## config.mk

```make
export PLATFORM = sky130hd
export DESIGN_NAME = mod_sum_accumulator
export DESIGN_NICKNAME = d
export VERILOG_FILES = /design/src/rtl/mod_acc_pkg.sv /design/src/rtl/carry_step_Modu_adder.sv /design/src/rtl/mod_sum_accumulator.sv
export SDC_FILE = /design/constraint.sdc
export NUM_CORES = 1
export LEC_CHECK = 0
export CAP_MARGIN = 20
export CORE_MARGIN = 10
export CORE_UTILIZATION = 47
export CTS_CLUSTER_DIAMETER = 60
export CTS_CLUSTER_SIZE = 30
export DETAILED_ROUTE_END_ITERATION = 10
export PLACE_DENSITY = 0.71
export SLEW_MARGIN = 20
export SYNTH_ARGS = -nofsm -noshare
export SYNTH_HDL_FRONTEND = slang
export SYNTH_SLANG_ARGS = --single-unit
```

## constraint.sdc

```tcl
create_clock -name clk -period 4.4 [get_ports clk]
set_input_delay 0.88 -clock clk [delete_from_list [all_inputs] [get_ports clk]]
set_output_delay 0.88 -clock clk [all_outputs]
set_load 0.01 [all_outputs]
```

## src/rtl/mod_acc_pkg.sv

```systemverilog
// Shared types and helpers for mod_sum_accumulator.
package mod_acc_pkg;

  typedef enum logic [1:0] {
    IDLE  = 2'd0,
    ACCUM = 2'd1,
    HOLD  = 2'd2
  } state_t;

  localparam int unsigned ADDER_WIDTH = 32;

  // Increment that sticks at 2^w-1 once reached.
  function automatic logic [31:0] sat_inc(input logic [31:0] v, input int unsigned w);
    logic [31:0] maxv;
    if (w >= 32) maxv = '1;
    else         maxv = (32'd1 << w) - 32'd1;
    return (v >= maxv) ? maxv : v + 32'd1;
  endfunction

endpackage

```

## src/rtl/carry_step_Modu_adder.sv

```systemverilog
// 32-bit modulo carry-select adder; carry-out of the top block is discarded.
module carry_step_Modu_adder #(
  parameter int unsigned WIDTH = 32,
  parameter int unsigned BLK   = 8
) (
  input  logic [WIDTH-1:0] a_i,
  input  logic [WIDTH-1:0] b_i,
  output logic [WIDTH-1:0] sum_o
);

  localparam int unsigned NB = WIDTH / BLK;

  logic [NB-1:0] c;
  assign c[0] = 1'b0;

  for (genvar g = 0; g < NB; g++) begin : g_blk
    logic [BLK-1:0] a_b, b_b;
    assign a_b = a_i[g*BLK +: BLK];
    assign b_b = b_i[g*BLK +: BLK];
    if (g < NB - 1) begin : g_mid
      logic [BLK:0] s0, s1;
      assign s0 = {1'b0, a_b} + {1'b0, b_b};
      assign s1 = {1'b0, a_b} + {1'b0, b_b} + (BLK+1)'(1);
      assign sum_o[g*BLK +: BLK] = c[g] ? s1[BLK-1:0] : s0[BLK-1:0];
      assign c[g+1]              = c[g] ? s1[BLK]     : s0[BLK];
    end else begin : g_top
      assign sum_o[g*BLK +: BLK] = c[g] ? (a_b + b_b + BLK'(1)) : (a_b + b_b);
    end
  end

endmodule

```

## src/rtl/mod_sum_accumulator.sv

```systemverilog
// Framed modulo-2^32 stream accumulator around carry_step_Modu_adder.
// Optional MOD_ACC_WRAP_FLAG_EN adds out_wrap, a per-frame sticky wrap flag.
module mod_sum_accumulator
  import mod_acc_pkg::*;
#(
  parameter int unsigned WIDTH   = 32,
  parameter int unsigned COUNT_W = 8
) (
  input  logic               clk,
  input  logic               rst,
  input  logic               in_valid,
  output logic               in_ready,
  input  logic [WIDTH-1:0]   in_data,
  input  logic               in_last,
  output logic               out_valid,
  input  logic               out_ready,
  output logic [WIDTH-1:0]   out_sum,
  output logic [COUNT_W-1:0] out_count
`ifdef MOD_ACC_WRAP_FLAG_EN
  ,
  output logic               out_wrap
`endif
);

  if (WIDTH != ADDER_WIDTH) begin : g_width_chk
    $error("mod_sum_accumulator: WIDTH must be 32");
  end

  state_t              state_q;
  logic [WIDTH-1:0]    acc_q;
  logic [COUNT_W-1:0]  cnt_q;
  logic [COUNT_W-1:0]  cnt_d;
  logic [WIDTH-1:0]    op_a;
  logic [WIDTH-1:0]    sum;
  logic                accept;
  logic                out_valid_q;
  logic [WIDTH-1:0]    out_sum_q;
  logic [COUNT_W-1:0]  out_count_q;

  assign in_ready = ~rst & (state_q != HOLD);
  assign accept   = in_valid & in_ready;
  // IDLE forces operand A and the count base to zero, so a new frame needs no clear cycle.
  assign op_a     = (state_q == IDLE) ? '0 : acc_q;
  assign cnt_d    = COUNT_W'(sat_inc(32'((state_q == IDLE) ? '0 : cnt_q), COUNT_W));

  carry_step_Modu_adder #(.WIDTH(WIDTH)) u_adder (
    .a_i   (op_a),
    .b_i   (in_data),
    .sum_o (sum)
  );

`ifdef MOD_ACC_WRAP_FLAG_EN
  logic wrap_q, wrap_d, out_wrap_q;
  assign wrap_d   = ((state_q == IDLE) ? 1'b0 : wrap_q) | (sum < op_a);
  assign out_wrap = out_wrap_q;
`endif

  always_ff @(posedge clk) begin
    if (rst) begin
      state_q     <= IDLE;
      acc_q       <= '0;
      cnt_q       <= '0;
      out_valid_q <= 1'b0;
      out_sum_q   <= '0;
      out_count_q <= '0;
`ifdef MOD_ACC_WRAP_FLAG_EN
      wrap_q      <= 1'b0;
      out_wrap_q  <= 1'b0;
`endif
    end else begin
      case (state_q)
        IDLE, ACCUM: begin
          if (accept) begin
            if (in_last) begin
              out_sum_q   <= sum;
              out_count_q <= cnt_d;
              out_valid_q <= 1'b1;
              state_q     <= HOLD;
              acc_q       <= '0;
              cnt_q       <= '0;
`ifdef MOD_ACC_WRAP_FLAG_EN
              out_wrap_q  <= wrap_d;
              wrap_q      <= 1'b0;
`endif
            end else begin
              acc_q   <= sum;
              cnt_q   <= cnt_d;
              state_q <= ACCUM;
`ifdef MOD_ACC_WRAP_FLAG_EN
              wrap_q  <= wrap_d;
`endif
            end
          end
        end
        HOLD: begin
          if (out_ready) begin
            out_valid_q <= 1'b0;
            state_q     <= IDLE;
          end
        end
        default: state_q <= IDLE;
      endcase
    end
  end

  assign out_valid = out_valid_q;
  assign out_sum   = out_sum_q;
  assign out_count = out_count_q;

endmodule

```

After elaboration in Yosys (flattened, before gate mapping)
Index checks and enable logic that the tools add are counted.
{"block": "classes", "addsub": 8, "n_mul": 0, "div_mod_pow": 0, "n_lt_le_gt_ge": 1, "n_eq_ne": 6, "shift": 0, "n_mux": 18, "n_bitwise": 3, "n_reduce_logical": 7}
{"op": "$mux W32", "n": 2}
{"op": "$mux W8", "n": 6}
{"op": "$add A8 B8 Y9", "n": 3}
{"op": "$add A9 B1 Y9 const B", "n": 2}
{"op": "$add A8 B1 Y8 const B", "n": 2}
{"op": "$add A8 B8 Y8", "n": 1}
{"op": "$ge A8 B8 Y1 const B", "n": 1}
{"op": "$ne A2 B2 Y1 const B", "n": 4}
{"op": "$mux W2", "n": 3}
{"op": "$mux W1", "n": 5}
{"op": "$pmux W2 S2", "n": 1}
{"op": "$reduce_and A2 Y1", "n": 2}
{"op": "$reduce_and A4 Y1", "n": 1}
{"op": "$reduce_and A3 Y1", "n": 1}
{"op": "$and A1 B1 Y1", "n": 2}
{"op": "$eq A2 B1 Y1 const B", "n": 1}
{"op": "$eq A2 B2 Y1 const B", "n": 1}
{"op": "$logic_not A2 Y1", "n": 1}
{"op": "$pmux W1 S2", "n": 1}
{"op": "$reduce_bool A2 Y1", "n": 1}
{"op": "$reduce_or A2 Y1", "n": 1}
{"op": "$not A1 Y1", "n": 1}
{"block": "word_totals", "regBits": 83, "latchBits": 0, "ram_bits": 0, "rom_bits": 0, "in_bits": 37, "memories": 0}

Longest topological paths before layout
Gate-level depths: netlist (run 1).
{"block": "logic_depth", "depth_word": 8, "ltp_mapped": 16}

Modules after synthesis
Synthesis (run 1) repeated with hierarchy kept, for this count alone.
{"block": "unflattened", "hier_cells": 666, "area_unflattened_um2": 5323.9}
{"mod": "mod_sum_accumulator", "n_inst": 1, "cells_per_inst": 431, "area_each_um2": 3502.1}
{"mod": "carry_step_Modu_adder", "n_inst": 1, "cells_per_inst": 235, "area_each_um2": 1821.7}

Worst setup path after synthesis (run 1)
OpenSTA, ideal clock, no wires.
{"block": "synth_timing", "kind": "register to register", "startpoint": "register state_q[1]", "endpoint": "register out_sum_q[25] (netlist: out_sum[25])", "setup_ps": 137, "t_arrival_ps": 3609, "slack_ps": 653, "stages_incl_launch_ff": 17, "path_buffers": 3, "synth_period_minus_slack_ps": 3747, "path_cell_list": "dfxtp_1 -> or2_2 -> clkbuf_1 -> clkbuf_1 -> and2_1 -> ha_1 -> fa_1 -> and3_1 -> or3_1 -> and4_1 -> and4_4 -> a31oi_2 -> and4bb_1 -> buf_6 -> xnor2_4 -> mux2i_1 -> a211oi_2"}
{"block": "synth_via", "elab_chain_cells": 7, "elab_cells_between_ends": 18}
{"item": "from (decl)", "line_no": "mod_sum_accumulator.sv:29", "source": "state_t state_q;"}
{"item": "from (signal assigned)", "line_no": "mod_sum_accumulator.sv:60", "source": "state_q <= IDLE;"}
{"item": "from (signal assigned)", "line_no": "mod_sum_accumulator.sv:78", "source": "state_q <= HOLD;"}
{"item": "from (signal assigned)", "line_no": "mod_sum_accumulator.sv:88", "source": "state_q <= ACCUM;"}
{"item": "$logic_not A2 Y1", "line_no": "mod_sum_accumulator.sv:43, mod_sum_accumulator.sv:71"}
{"item": "$mux W32", "line_no": "mod_sum_accumulator.sv:43", "source": "assign op_a = (state_q == IDLE) ? '0 : acc_q;"}
{"item": "$add A8 B8 Y9", "line_no": "carry_step_Modu_adder.sv:22, carry_step_Modu_adder.sv:23"}
{"item": "$add A9 B1 Y9", "line_no": "carry_step_Modu_adder.sv:23", "source": "assign s1 = {1'b0, a_b} + {1'b0, b_b} + (BLK+1)'(1);"}
{"item": "$mux W1 (2 in a row)", "line_no": "carry_step_Modu_adder.sv:25", "source": "assign c[g+1] = c[g] ? s1[BLK] : s0[BLK];"}
{"item": "$mux W8", "line_no": "carry_step_Modu_adder.sv:27", "source": "assign sum_o[g*BLK +: BLK] = c[g] ? (a_b + b_b + BLK'(1)) : (a_b + b_b);"}
{"item": "to (signal assigned)", "line_no": "mod_sum_accumulator.sv:75", "source": "out_sum_q <= sum;"}
{"item": "to (decl)", "line_no": "mod_sum_accumulator.sv:37", "source": "logic [WIDTH-1:0] out_sum_q;"}
Parallel ways exist; a longest one is shown, timed or not.
A chain may end at the register's enable or synchronous reset.

Worst setup path after layout (run 1)
{"block": "layout_timing", "startpoint": "register state_q[1]", "endpoint": "register acc_q[25]"}
{"block": "layout_via", "elab_chain_cells": 8, "elab_cells_between_ends": 19}
{"item": "$logic_not A2 Y1", "line_no": "mod_sum_accumulator.sv:43, mod_sum_accumulator.sv:71"}
{"item": "$mux W32", "line_no": "mod_sum_accumulator.sv:43"}
{"item": "$add A8 B8 Y9", "line_no": "carry_step_Modu_adder.sv:22, carry_step_Modu_adder.sv:23"}
{"item": "$add A9 B1 Y9", "line_no": "carry_step_Modu_adder.sv:23"}
{"item": "$mux W1 (2 in a row)", "line_no": "carry_step_Modu_adder.sv:25"}
{"item": "$mux W8", "line_no": "carry_step_Modu_adder.sv:27"}
{"item": "$mux W32", "line_no": "mod_sum_accumulator.sv:74", "source": "if (in_last) begin"}
{"item": "to (signal assigned)", "line_no": "mod_sum_accumulator.sv:86", "source": "acc_q <= sum;"}
{"item": "to (decl)", "line_no": "mod_sum_accumulator.sv:30", "source": "logic [WIDTH-1:0] acc_q;"}
Parallel ways exist; a longest one is shown, timed or not.

==> results.toml, run 1 <==
[finish]
layout-drive-gt1-share = 0.0557
nets = 753
final_util = 0.588
fill_cells = 912
syn_to_final_growth_pct = 21.8
seq_area_mm2 = 0.00166
diodes = 0
multi_input_comb_area_mm2 = 0.00315
stdcell_count = 818

[place]
dp_hpwl_um = 9190
portBuffers = 78
placed_cells = 802
dp_slack_ns = 0.238
place_congestion = 0.825

[worst_hold_path]
hold_path.class = "reg -> reg"
whs_endpoint = "acc_q[27]$_SDFFE_PP0P_"
hold_depth = 2
min_from = "acc_q[27]$_SDFFE_PP0P_"

[logic_synthesis]
synth_warnings = 0
ys_types = 56
synth_seq_cells = 83
netlist.area_leader.share = 0.333
synthArstFlopShare = 0
ys_seq_area_frac = 0.333
synth_edf_count = 0
ys.flop_type = "dfxtp_1"
syn-num-nets = 687
postSynthAreaPerCell_um2 = 8.16
netlist_area_mm2 = 0.00499
yosysMostFrequentCell = "dfxtp_1"
syn_inst = 611
synthTopCellsByArea = "dfxtp_1 (33%), ha_1 (8.8%), nor2_1 (5.9%)"
synth_commonest_cells = "dfxtp_1 (83), nor2_1 (78), nand2_1 (65)"
yosysTopAreaCell = "dfxtp_1"

[global_routing]
grt_pass1_vias = 4558
grt_antenna_before_repair = 0
grt_pass1_wl_um = 21000
gr-total-overflow = 0
grt_usage = 0.168
grt_max_degree = 70

[floorplan]
die_width_um = 123
dieArea_mm2 = 0.0151
rows = 37
ios = 79
fp.coreArea_mm2 = 0.0103
die_h_um = 123
start_util = 0.483

[clocking]
h-tree-depth = 3
cts.sinks = 83
ctsRootBufferMaster = "clkbuf_8"
cts_hold_buf = 0
cts_setup_buffers = 0
clkLatencyLatePin_ns = 0.36
numCtsBuffers = 9
cts_tree = "done"
cts.clk_slew.worst_paths_ns = 0.08
cts_buffer_depth = 2
cts_resized = 0

[drt]
dr.first_iter.drc_count = 229
drc = 0
finalWirelength_um = 12500
wl_per_cell_um = 15.3
final_antenna_net_count = 0
vias = 4437
first_pass_iters = 4
viasPerCell = 5.42

[timing]
fin_crit_ns = 3.95
report.final.hold_viol_count = 0
final-setup-viol-count = 0
setup_ws_ns = 0.446
fin_crit_sh = 0.899
rsz0062_at_grt = "false"
fmax_ghz = 0.253
fin_setup_tns_ns = 0
slew_violations = 0
skew_ns = 0.0104
slew_headroom = 0.442
worst_pin_slew_ns = 0.835

[setup_path]
arrival_ns = 4.16
cp-end-kind = "register"
rr_startpoint = "state_q[1]$_SDFFE_PP0P_"
r2r.worst_path.cells = 14
r2r-end = "acc_q[25]$_SDFFE_PP0P_"
crit_type = "reg -> reg"
critPathMaxFanout = 24
cp.required_ns = 4.61
crit_path_start_kind = "register"
r2r_setup_slack_ns = 0.45

[pwr]
leakage_nw = 2.42
power_density_mw_per_mm2 = 273
ir_worst_vdd_mv = 0.150

[status]
status = "completed"

[run]
cap_viol_max_count = 0
==> power breakdown <==
group | internal (mW) | switching, mW
clock | 0.275 | 0.280
sequential | 0.783 | 0.0169
combinational | 0.140 | 0.163
==> flip-flops by register name, summed over array words and instances, names as in the netlist <==
register   count
cnt_q          8
out_sum       32
state_q        2
acc_q         32
out_count      8
out_valid      1
==> cells by family (layout without fill, tap and decap cells) <==
| family | after synthesis | count (layout) | share of synthesized area |
|---|---|---|---|
| AOI/OAI and AO/OA | 147 | 147 | 0.195 |
| xor gates and xnor gates | 42 | 42 | 0.0775 |
| adders and majority gates | 39 | 39 | 0.104 |
| buffers and inverters | 47 | 118 | 0.0371 |
| DFF | 83 | 83 | 0.333 |
| muxes | 10 | 10 | 0.0201 |
| and+or+nand+nor | 243 | 243 | 0.233 |
==> metrics by stage <==
| stage | power [mW] | instance area [um^2] | hold WS [ns] |
|---|---|---|---|
| 2_1_floorplan | 0.998 | 4990 | 0.417 |
| 3_3_place_gp | 1.11 | 5880 | 0.428 |
| 3_5_place_dp | 1.12 | 5880 | 0.438 |
| 4_1_cts | 1.67 | 6070 | 0.450 |
| 5_1_grt | 1.74 | 6070 | 0.488 |
| 6_report | 1.66 | 6070 | 0.446 |
==> how the worst max path moves through the flow <==
stage | cells past startpoint | start | slack, ns | end
floorplan | 16 | state_q[1]$_SDFFE_PP0P_ | 0.65 | out_sum[25]$_SDFFE_PP0P_
global placement | 13 | in_data[8] | 0.31 | acc_q[25]$_SDFFE_PP0P_
detailed placement | 13 | in_data[8] | 0.24 | acc_q[25]$_SDFFE_PP0P_
CTS | 14 | state_q[1]$_SDFFE_PP0P_ | 0.45 | acc_q[25]$_SDFFE_PP0P_
global route | 14 | state_q[1]$_SDFFE_PP0P_ | 0.21 | acc_q[25]$_SDFFE_PP0P_
finish | 14 | state_q[1]$_SDFFE_PP0P_ | 0.45 | acc_q[25]$_SDFFE_PP0P_
==> placed cells by master, fill, tap and decap left out, drive strengths merged, types with 11 or more instances in the layout <==
cell,netlist,routed
nor2,78,78
xnor2,22,22
nor3,11,11
a21oi,40,40
a211oi,24,24
ha,35,35
clkdlybuf4s50,0,77
clkbuf,29,11
o21ai,35,35
inv,15,15
a22oi,13,13
xor2,20,20
nand2,65,65
and2,36,36
dfxtp,83,83
==> area by class of cell <==
| cell class | instances | area share |
|---|---|---|
| Inverter | 15 | 0.00927 |
| Clock inverter | 5 | 0.00865 |
| Sequential cell | 83 | 0.274 |
| Multi-Input combinational cell | 481 | 0.518 |
| Timing Repair Buffer | 87 | 0.139 |
| Clock buffer | 11 | 0.0233 |
| Tap cell | 136 | 0.0280 |
==> worst max-delay path, stage by stage, from the launching register on <==
cell      delay [ns]
dfxtp_1         0.35
or2_2           0.50
and2_1          0.25
ha_1            0.21
fa_1            0.42
a21oi_1         0.15
nor2_1          0.09
or4_1           0.49
and4_4          0.21
a31oi_2         0.17
and4bb_1        0.20
buf_4           0.19
xnor2_4         0.20
mux2i_1         0.26
o21ai_0         0.10
==> routing by layer <==
metal | track usage | part of all wire | vias up | wire length [um]
li1 | - | - | 2264 | -
met1 | 0.195 | 0.45 | 2082 | 5590
met2 | 0.293 | 0.48 | 81 | 5980
met3 | 0.0597 | 0.065 | 10 | 811
met4 | 0.0364 | 0.0097 | 0 | 121
met5 | 0 | 0 | - | 0
No activity file was read; power rests on OpenSTA's default activity.
==> run 2: changes to the inputs <==
- PLACE_DENSITY: 0.71 -> 0.74
- clock period: 4.4 -> 3.6 ns (I/O delays scaled with it)
==> run 2 against run 1 <==
Count of clock-buffer cells in the layout shrank 1. Flip-flop and latch count unchanged. Highest routed layer unchanged. Hold slack gained 0.0083 ns. Die area is the same. Clock skew down 0.0020 ns. Clock power up 35%. Total power rose by 30%. Final cell count grew 5.1%. Setup slack worse by 0.37 ns. Combinational power grew 42%. Core utilization is 5.2 points higher. Critical path depth increased by 1.
==> results.toml, run 2 (synthesis gave the netlist of run 1 again) <==
[setup_path]
critPathTopFamily = "compound AO/OA/AOI/OAI gates"
cp_slowest_stage_delay_ns = 0.39
arrival_ns = 3.73
crit_path_start_kind = "register"
critPathMaxFanout = 7
cp.required_ns = 3.80
crit_buf_inv = 2
cp_cell_sequence = "or2_4 > buf_4 > and2_1 > ha_1 > fa_2 > a211oi_2 > o21bai_1 > a211oi_1 > a21oi_2 > nand4_1 > and4bb_1 > buf_12 > xnor2_4 > mux2i_1 > o21ai_0"
cp-end-kind = "register"
critPathLaunch = "state_q[0]$_SDFFE_PP0P_"
rr_startpoint = "state_q[0]$_SDFFE_PP0P_"
crit_type = "reg -> reg"
crit_slowest_cell = "fa_2"

[drt]
dr.first_iter.drc_count = 186
drc = 0
finalWirelength_um = 13500
first_pass_iters = 5
wl_per_cell_um = 15.7
final_antenna_net_count = 0
vias = 4714
viasPerCell = 5.48

[timing]
slew_violations = 0
fin_setup_tns_ns = 0
report.final.hold_viol_count = 0
fmax_ghz = 0.284
worst_pin_slew_ns = 0.830
setup_ws_ns = 0.0768
final-setup-viol-count = 0
slew_headroom = 0.445
fin_crit_sh = 0.979
fin_crit_ns = 3.52
skew_ns = 0.00838

[global_routing]
grt_pass1_vias = 4812
grt_pass1_wl_um = 21900
grt_usage = 0.175
grt_antenna_before_repair = 0
grt_max_degree = 63
gr-total-overflow = 0

[pwr]
ir_worst_vdd_mv = 0.242
power_density_mw_per_mm2 = 327
comb_power_share = 0.199
p_int_mw = 1.58
netSwitchingPower_uw = 583
p_clk_frac = 0.348
swShare = 0.270
leakage_nw = 2.66
p_seq_frac = 0.452
total_power_mw = 2.16

[finish]
layout_common_cells = "dfxtp_1 (81), nor2_1 (76), clkdlybuf4s50_1 (76)"
nets = 795
diodes = 0
syn_to_final_growth_pct = 32.6
layout-drive-gt1-share = 0.156
final_util = 0.641
finish.instance_area_mm2 = 0.00661
final_common_cell = "dfxtp_1"

[clocking]
cts.clk_slew.worst_paths_ns = 0.09
numCtsBuffers = 9
ctsRootBufferMaster = "clkbuf_8"
cts_buffer_depth = 2
cts.sinks = 83
h-tree-depth = 3
cts_tree = "done"
clkLatencyLatePin_ns = 0.35

[floorplan]
die_h_um = 123
die_width_um = 123
fp.coreArea_mm2 = 0.0103
dieArea_mm2 = 0.0151
ios = 79
start_util = 0.483
rows = 37

[status]
status = "completed"

[worst_hold_path]
hold_path.class = "reg -> reg"
min_from = "acc_q[24]$_SDFFE_PP0P_"

[place]
postPlaceCellArea_mm2 = 0.00622
portBuffers = 78
dp_hpwl_um = 9890
dp_slack_ns = -0.394
place_congestion = 0.878

[run]
cap_viol_max_count = 0
-- run 2: cell count changes in the layout (fill, tap and decap cells not counted), sizes merged --
| cell | before | now |
|---|---|---|
| buf | 10 | 52 |
| clkinvlp | 1 | 2 |
| clkinv | 3 | 2 |
| dlymetal6s2s | 0 | 1 |
| clkbuf | 11 | 10 |
| bufinv | 1 | 2 |
| clkdlybuf4s50 | 77 | 76 |
-- run 2: stage by stage --
| stage | hold WS (ns) | instances |
|---|---|---|
| floorplan | 0.417 | 611 |
| global placement | 0.427 | 840 |
| detailed placement | 0.438 | 840 |
| CTS | 0.457 | 856 |
| global route | 0.480 | 860 |
| finish | 0.454 | 860 |
-- run 2: power groups by stage --
stage / Clock (mW) / Sequential [mW] / Combinational, mW
4_1_cts: 0.765 / 0.978 / 0.415
5_1_grt: 0.804 / 0.982 / 0.474
6_report: 0.752 / 0.978 / 0.431
2_1_floorplan: 0 / 1.00 / 0.222
3_5_place_dp: 0 / 0.999 / 0.411
3_3_place_gp: 0 / 0.997 / 0.401
-- run 2: area by class of cell --
type	instances	area [um^2]
Clock buffer	10	138
Clock inverter	6	88.8
Fill cell	871	3710
Inverter	15	56.3
Multi-Input combinational cell	481	3310
Sequential cell	83	1660
Tap cell	136	170
Timing Repair Buffer	129	1190
-- run 2: tightest hold or removal path: cells and delay by family, from the launching register on --
kind               cells  cell delay [ns]
AOI/OAI and AO/OA      1             0.06
DFF                    1             0.33
and+or+nand+nor        1             0.04
-- run 2: final timing paths --
path                            endpoint  slack (ns)  cells after the start
hold / removal    acc_q[24]$_SDFFE_PP0P_        0.45                      2
setup / recovery  acc_q[25]$_SDFFE_PP0P_        0.08                     15
setup reg to reg  acc_q[25]$_SDFFE_PP0P_        0.08                     15
hold reg to reg   acc_q[24]$_SDFFE_PP0P_        0.45                      2
-- run 2: repair_timing --
| action | CTS | global route |
|---|---|---|
| endpoints found under the hold margin | 0 | 0 |
| setup endpoints to repair | 11 | 22 |
| buffers inserted | 0 | 4 |
| cloned | 0 | 0 |
| pin swaps | 1 | 18 |
| hold buffers | 0 | 0 |
| resized for setup | 2 | 29 |
-- run 2: routing by layer --
layer | track usage | share of wire
met5 | 0 | 0
met1 | 0.198 | 0.43
met4 | 0.0648 | 0.016
met3 | 0.0397 | 0.061
met2 | 0.315 | 0.49
==> run 3: changes to the inputs <==
- ABC_CLOCK_PERIOD_IN_PS: default -> 3600
- CORE_UTILIZATION: 47 -> 40
- PLACE_DENSITY: 0.74 -> default
==> run 3 against run 2 <==
Non-clock buffer count rose by 7. Sequential share of layout area fell by 0.97 points. Setup slack got worse by 0.021 ns. Global-route usage fell by 1.6 points. Maximum frequency fell by 0.61%. Sequential power barely moved. Final cell count rose by 4.5%. Count of clock-buffer cells in the layout rose by 2. Register-to-register slack got worse by 0.02 ns. Largest cell class unchanged. Highest routed layer unchanged. Core utilization fell by 7.3 points. Clock skew fell by 0.0018 ns. Flip-flop and latch count did not move.
==> results.toml, run 3 (synthesis gave the netlist of run 1 again) <==
[run]
cap_viol_max_count = 0

[timing]
skew_ns = 0.00659
worst_pin_slew_ns = 0.812
slew_headroom = 0.457
holdWs_ns = 0.444
rsz0062_at_grt = "true"
final-setup-viol-count = 0
fin_crit_ns = 3.54
slew_violations = 0
fmax_ghz = 0.282
fin_crit_sh = 0.985
report.final.hold_viol_count = 0

[setup_path]
crit_type = "reg -> reg"
arrival_ns = 3.75
critPathMaxFanout = 7
crit_path_start_kind = "register"
cp.required_ns = 3.81
cp-end-kind = "register"

[place]
dp_hpwl_um = 10100
postPlaceCellArea_mm2 = 0.00631
portBuffers = 78
place_congestion = 0.780

[drt]
first_pass_iters = 4
wl_per_cell_um = 15.5
final_antenna_net_count = 0
drc = 0
finalWirelength_um = 13900
vias = 4642
dr.first_iter.drc_count = 181
viasPerCell = 5.16

[floorplan]
fp.coreArea_mm2 = 0.0121
ios = 79
die_h_um = 132
start_util = 0.412
dieArea_mm2 = 0.0173
rows = 40
die_width_um = 132

[worst_hold_path]
hold_path.class = "reg -> reg"

[finish]
syn_to_final_growth_pct = 38.0
nets = 802
fill_cells = 1113
finish.instance_area_mm2 = 0.00688
layout_common_cells = "dfxtp_1 (81), nor2_1 (76), clkdlybuf4s50_1 (75)"
final_common_cell = "dfxtp_1"
multi_input_comb_area_mm2 = 0.00337
layout-drive-gt1-share = 0.174
seq_area_mm2 = 0.00166
diodes = 0

[clocking]
cts_buffer_depth = 2
cts.clk_slew.worst_paths_ns = 0.06
ctsRootBufferMaster = "clkbuf_16"
numCtsBuffers = 9
cts_hold_buf = 0
cts.sinks = 83
cts_tree = "done"
h-tree-depth = 3
clkLatencyLatePin_ns = 0.35

[global_routing]
gr-total-overflow = 0
grt_pass1_wl_um = 23300
grt_pass1_vias = 4833
grt_max_degree = 64
grt_antenna_before_repair = 0
grt_usage = 0.160

[pwr]
ir_worst_vdd_mv = 0.165
power_density_mw_per_mm2 = 357
leakage_nw = 2.77

[status]
status = "completed"
==> run 3: cell types whose count changed in the layout (fill, tap and decap cells not counted), sizes merged <==
cell	change
buf	+7
clkbuf	+2
clkdlybuf4s50	-1
clkinv	-1
clkinvlp	-1
dlymetal6s2s	+1
==> run 3: where the power goes <==
group | switching (mW) | total, mW | internal, mW
clock | 0.386 | 1.03 | 0.644
sequential | 0.0198 | 0.978 | 0.958
combinational | 0.225 | 0.447 | 0.222
==> run 3: metal layers <==
metal  track usage  vias to the layer above  wire [um]  share of wire
met1         0.188                     2187       6290           0.45
met4        0.0661                        0        247          0.018
met2         0.274                       79       6820           0.49
met3        0.0339                       16        558          0.040
met5             0                        -          0              0
li1              -                     2360          -              -
==> run 3: cell type report <==
cell class,instances,area share
repair buffers,136,0.182
flip-flops and latches,83,0.242
clock buffers,12,0.0373
inverters,15,0.00818
multi-input cells,481,0.489
clock inverters,4,0.0105
well taps,168,0.0306
==> run 3: timing repair <==
action | 4_1_cts | 5_1_grt
endpoints found under the setup margin | 14 | 23
pin swaps | 2 | 28
resized for setup | 3 | 43
buffers inserted | 0 | 6
==> run 3: through the flow <==
stage          utilization  worst slack (ns)   TNS, ns  power [mW]  std cells
6_report             0.568            0.0554         0        2.45        899
5_1_grt              0.568           -0.0871    -0.316        2.56        899
4_1_cts              0.549            0.0295         0        2.45        893
3_5_place_dp         0.521            -0.403     -8.08        1.42        877
3_3_place_gp         0.521            -0.325     -6.36        1.41        877
2_1_floorplan            -          -0.00232  -0.00232        1.23        611
==> run 3: worst paths after layout <==
check,from,to,slack (ns),cells past startpoint
min,acc_q[27]$_SDFFE_PP0P_,acc_q[27]$_SDFFE_PP0P_,0.44,2
max reg2reg,state_q[1]$_SDFFE_PP0P_,out_sum[25]$_SDFFE_PP0P_,0.06,14
max,state_q[1]$_SDFFE_PP0P_,out_sum[25]$_SDFFE_PP0P_,0.06,14
min reg2reg,acc_q[27]$_SDFFE_PP0P_,acc_q[27]$_SDFFE_PP0P_,0.44,2
==> run 3: critical path, stage by stage, from the launching register on <==
cell,delay [ns]
dfxtp_2,0.32
or2_4,0.28
and2_4,0.18
ha_4,0.16
fa_2,0.39
a21oi_2,0.16
nor2_2,0.05
or4_4,0.51
and4_4,0.18
a31oi_4,0.15
and4bb_2,0.28
buf_12,0.15
xnor2_4,0.18
mux2i_2,0.29
a211oi_2,0.10
==> RTL change 1: new RTL, flow settings as in run 2 <==
Make the reset (`rst`) asynchronous in one clocked block.
--- a/src/rtl/mod_sum_accumulator.sv
+++ b/src/rtl/mod_sum_accumulator.sv
@@ -55,7 +55,7 @@
   assign out_wrap = out_wrap_q;
 `endif
 
-  always_ff @(posedge clk) begin
+  always_ff @(posedge clk or posedge rst) begin
     if (rst) begin
       state_q     <= IDLE;
       acc_q       <= '0;
Behaviour: differs if rst is asserted again (counterexample within 4 cycles, from zero or initial values and one cycle with rst high); with rst held inactive, the same outputs for 4 cycles.
==> RTL change 1 against run 2 <==
- the run now ends with setup timing left
- global-route usage grew 0.25 points
- utilization is 0.87 points higher
- routed wire length grew 7.6%
- cell area up 12%
- worst setup slack got worse by 0.32 ns
- sequential cell count stayed put
- area after synthesis up 8.6%
- via count rose by 4.4%
- synthesized cell count down 0.65%
- critical path type unchanged
- critical endpoint is now acc_q[26]$_DFFE_PP0P_
- highest routed layer unchanged
Power is not compared: it rests on default switching activity, and its combinational part moved more than twofold at a synthesized area within 25%.
==> RTL change 1: results (changes against run 2) <==
Outcome
The run finished, with violations left. The checks that failed: setup timing.

Timing
The aggregate negative setup slack came to -3.27 ns (-3.27 ns). The worst slew margin relative to its limit came to 53.7% (+9.2 points). The final clock skew was 0.00693 ns (-0.00145 ns). The worst setup margin is -0.241 ns (-0.318 ns). The count of final setup violators came to 29 (+29).

Yosys
The unique cell type count in the Yosys netlist is 65 (+16%). The net count after synthesis is 683 (-0.58%). By area the synthesized netlist is led by dfrtp_1 38%, ha_1 8.1%, nand2_1 6.4%. Among all flip-flop cells after synthesis, the most frequent one is dfrtp_1. The fraction of the yosys area taken by sequential cells is 38.3% (+5.0 points). The number of warnings reported in the yosys synthesis log is 0 (unchanged). The async set-or-reset flop fraction in the synthesized netlist is 100% (+100 points). The synthesized area per cell is 8.93 sq um (+9.3%). The commonest cells after synthesis are 92 x nand2_1, 83 x dfrtp_1, 67 x o21ai_0.

Placement
The total half-perimeter wirelength after legalization and detailed placement is 10.9 mm (+10%). The instance count after placement with tap cells included was 873 (+3.9%). The port buffer count is 78 (unchanged). The routability congestion estimate is 0.908 (+3.4%).

Worst hold path
The class of the worst hold path is register to register.

Setup path
Grouping stages by cell kind, the critical path spends the most delay in simple AND/OR/NAND/NOR gates. The delay of the slowest critical-path stage came to 0.43 ns (+0.04 ns). The arrival time of the worst setup path was 4.12 ns (+0.39 ns).

The largest fanout on the critical path is 5 (-2). The slowest stage cell on the critical path is or4_4.

GRT
The largest net degree at the start of global routing is 49 (-22%). The number of antenna violations at the first check in global routing is 0 (unchanged). The overall track demand over capacity in global routing was 17.8% (+0.25 points). The first-pass GRT wire length is 24.2 mm (+11%). The via count of the first global-routing pass is 5110 (+6.2%).

Drt
The number of DRC violations after detailed routing came to 0 (unchanged). The first-pass iteration count of the detailed router came to 5 (unchanged). The DRC marker count from the first detailed-route iteration was 286 (+54%). The average via count per standard cell is 5.48 (about the same).

The total via count in the routed design came to 4920 (+4.4%). The routed wirelength normalized by instance count came to 16.2 um (+3.0%).

Clock network
The worst-skew pair later-pin latency is 0.34 ns. The root cell of the clock tree is clkbuf_16. The CTS buffer count came to 9 (unchanged). The largest buffer count on any clock path is 2 (unchanged).

The total number of H-tree levels was 3 (unchanged). The clock transition time at the flip-flop clock pins of the worst setup and hold paths is 0.06 ns (-0.03 ns).

Finish
The final layout net count is 826 (+3.9%). The total of fill cells in the finished design is 910 (+4.5%). The share of final-layout standard cells stronger than drive strength 1 came to 17.5% (+1.9 points).

The antenna cell count was 0 (unchanged).

Pwr
The leakage dissipation is 3.38 nW. The maximum vdd drop is around 0.00046 V.
[RTL change 1: cell families after synthesis]
family | synth area share (%)
and+or+nand+nor | 21.9
AOI/OAI and AO/OA | 17.2
DFF | 38.3
xor gates and xnor gates | 7.62
muxes | 2.26
adders and majority gates | 9.56
buffers and inverters | 3.07
[RTL change 1: report_power, final]
group / switching, mW / leakage (nW) / internal, mW
Sequential: 0.138 / 1.06 / 1.17
Clock: 0.367 / 0.166 / 0.666
Combinational: 0.924 / 2.15 / 0.957
Total: 1.43 / 3.38 / 2.80
[RTL change 1: worst paths after layout]
kind                       depth (start not counted)                      to  slack (ns)              startpoint
min reg2reg                                        2    acc_q[0]$_DFFE_PP0P_        0.47    acc_q[0]$_DFFE_PP0P_
max in group asynchronous                          3   acc_q[17]$_DFFE_PP0P_        2.08                     rst
max                                               15   acc_q[26]$_DFFE_PP0P_       -0.24  state_q[1]$_DFFE_PP0P_
min                                                2    acc_q[0]$_DFFE_PP0P_        0.47    acc_q[0]$_DFFE_PP0P_
min in group asynchronous                          2  state_q[0]$_DFFE_PP0P_        0.85                     rst
max reg2reg                                       15   acc_q[26]$_DFFE_PP0P_       -0.24  state_q[1]$_DFFE_PP0P_
[RTL change 1: repair_timing]
| action | 4_1_cts | 5_1_grt |
|---|---|---|
| resized for setup | 9 | 11 |
| endpoints found under the setup margin | 27 | 32 |
| setup buffers | 6 | 3 |
| pin swaps | 6 | 12 |
[RTL change 1: stage by stage]
step           area [sq um]  power (mW)  setup slack (ns)
6_report               7380        4.22            -0.241
5_1_grt                7380        4.50            -0.327
4_1_cts                7300        4.21            -0.184
3_5_place_dp           6880        3.12            -0.568
3_3_place_gp           6880        3.05            -0.512
2_1_floorplan          5470        2.29            -0.432
[RTL change 1: tightest hold or removal path, stage by stage, from the launching register on]
cell	delay, ns
dfrtp_1	0.34
nand2_1	0.05
nand2_1	0.05
[RTL change 1: layout make-up]
type / instances / area share, %
multi-input combinational: 481 / 44.7
sequential: 83 / 28.1
timing repair buffer: 157 / 19.2
clock buffer: 13 / 3.66
tap: 143 / 2.42
clock inverter: 3 / 0.932
inverter: 18 / 0.932
[RTL change 1: per-layer routing]
metal | global-route usage (%) | routed length [um] | vias up
met5 | 0 | 0 | -
met4 | 5.36 | 211 | 0
met3 | 4.80 | 930 | 24
met2 | 30.0 | 7190 | 135
met1 | 21.6 | 6180 | 2359
li1 | - | - | 2402
==> RTL change 2: new RTL, settings of run 2 <==
Without the edit above. Build with the macro `MOD_ACC_WRAP_FLAG_EN` defined.
--- a/src/rtl/mod_sum_accumulator.sv
+++ b/src/rtl/mod_sum_accumulator.sv
@@ -1,5 +1,7 @@
 // Framed modulo-2^32 stream accumulator around carry_step_Modu_adder.
 // Optional MOD_ACC_WRAP_FLAG_EN adds out_wrap, a per-frame sticky wrap flag.
+`define MOD_ACC_WRAP_FLAG_EN
+
 module mod_sum_accumulator
   import mod_acc_pkg::*;
 #(
Check against the original RTL (old outputs only; new: out_wrap): equivalent (Yosys induction, for registers that start in step).
==> RTL change 2 against run 2 <==
- the flow now finishes with violations (setup timing)
- clock power is 28% higher
- worst setup slack worse by 2.0 ns
- routed wire length is 67% higher
- total power is 29% higher
- sequential share of layout area is 8.4 points lower
- count of clock-buffer cells in the layout is 1 lower
- sequential cell count is 2 higher
- cell area is 53% higher
- critical path depth is 10 higher
- area after synthesis is 33% higher
- largest cell class unchanged
- highest routed layer unchanged
==> RTL change 2: results (changes against run 2) <==
Yosys
The synthesized area per cell was 7.71 sq um (-5.5%).

Finish
The number of standard cells in the layout, taps in and fillers out is 1316 (+53%). The fraction of area in multi-input gates came to 51.4% (+1.4 points). The total of clock buffers placed in the layout is 9 (-1). The clock distribution area overhead in the final layout came to 2.93% (-0.50 points). The register area was 0.00170 sq mm (+2.3%). The area share of buffers outside the clock network came to 24.8% (+6.9 points). The total of fill cells in the finished design is 989 (+14%).

Pwr
The leakage dissipation is 4.39 nW (+65%). The power dissipated by switching net loads is 851 uW (+46%).

Drt
The DRC marker count from the first detailed-route iteration came to 552 (+200%). The total detailed-routing wirelength is 22.5 mm (+67%). The average via count per standard cell is 5.73 (+4.6%).

Setup path
The largest fanout on the critical path came to 8 (+1). The arrival time of the worst setup path is 5.72 ns (+1.99 ns). The largest individual stage delay along the critical path comes from the cell or4b_4.

Placement
The total half-perimeter wirelength after legalization and detailed placement is 16.2 mm (+64%). The routability congestion estimate is 0.920 (+4.7%).

Timing
The aggregate negative setup slack is -7.91 ns (-7.91 ns). The count of final setup violators came to 29 (+29). The worst setup margin is -1.88 ns (-1.96 ns).

Outcome
The checks that failed: setup timing. The run finished, with violations left.

GRT
The routing usage on met2 was 37.6% (+6.1 points).

Clock network
The clock transition time at the flip-flop clock pins of the worst setup and hold paths is 0.07 ns (-0.02 ns).
-- RTL change 2: logic make-up after synthesis --
group	share of synthesized area, %
AOI/OAI and AO/OA	23.2
xor gates and xnor gates	5.36
adders and majority gates	12.4
buffers and inverters	5.19
DFF	25.7
muxes	2.59
and+or+nand+nor	25.6
-- RTL change 2: worst paths after layout --
check | start | end | slack [ns] | cells after the start
hold reg to reg | acc_q[27]$_SDFFE_PP0P_ | acc_q[27]$_SDFFE_PP0P_ | 0.45 | 2
hold / removal | acc_q[27]$_SDFFE_PP0P_ | acc_q[27]$_SDFFE_PP0P_ | 0.45 | 2
setup / recovery | state_q[0]$_SDFFE_PP0P_ | wrap_q$_SDFFE_PP0P_ | -1.88 | 25
setup reg to reg | state_q[0]$_SDFFE_PP0P_ | wrap_q$_SDFFE_PP0P_ | -1.88 | 25
-- RTL change 2: tightest hold or removal path: stages (launching register included) --
cell	delay, ns
dfxtp_1	0.31
nand2_1	0.05
o21ai_1	0.05
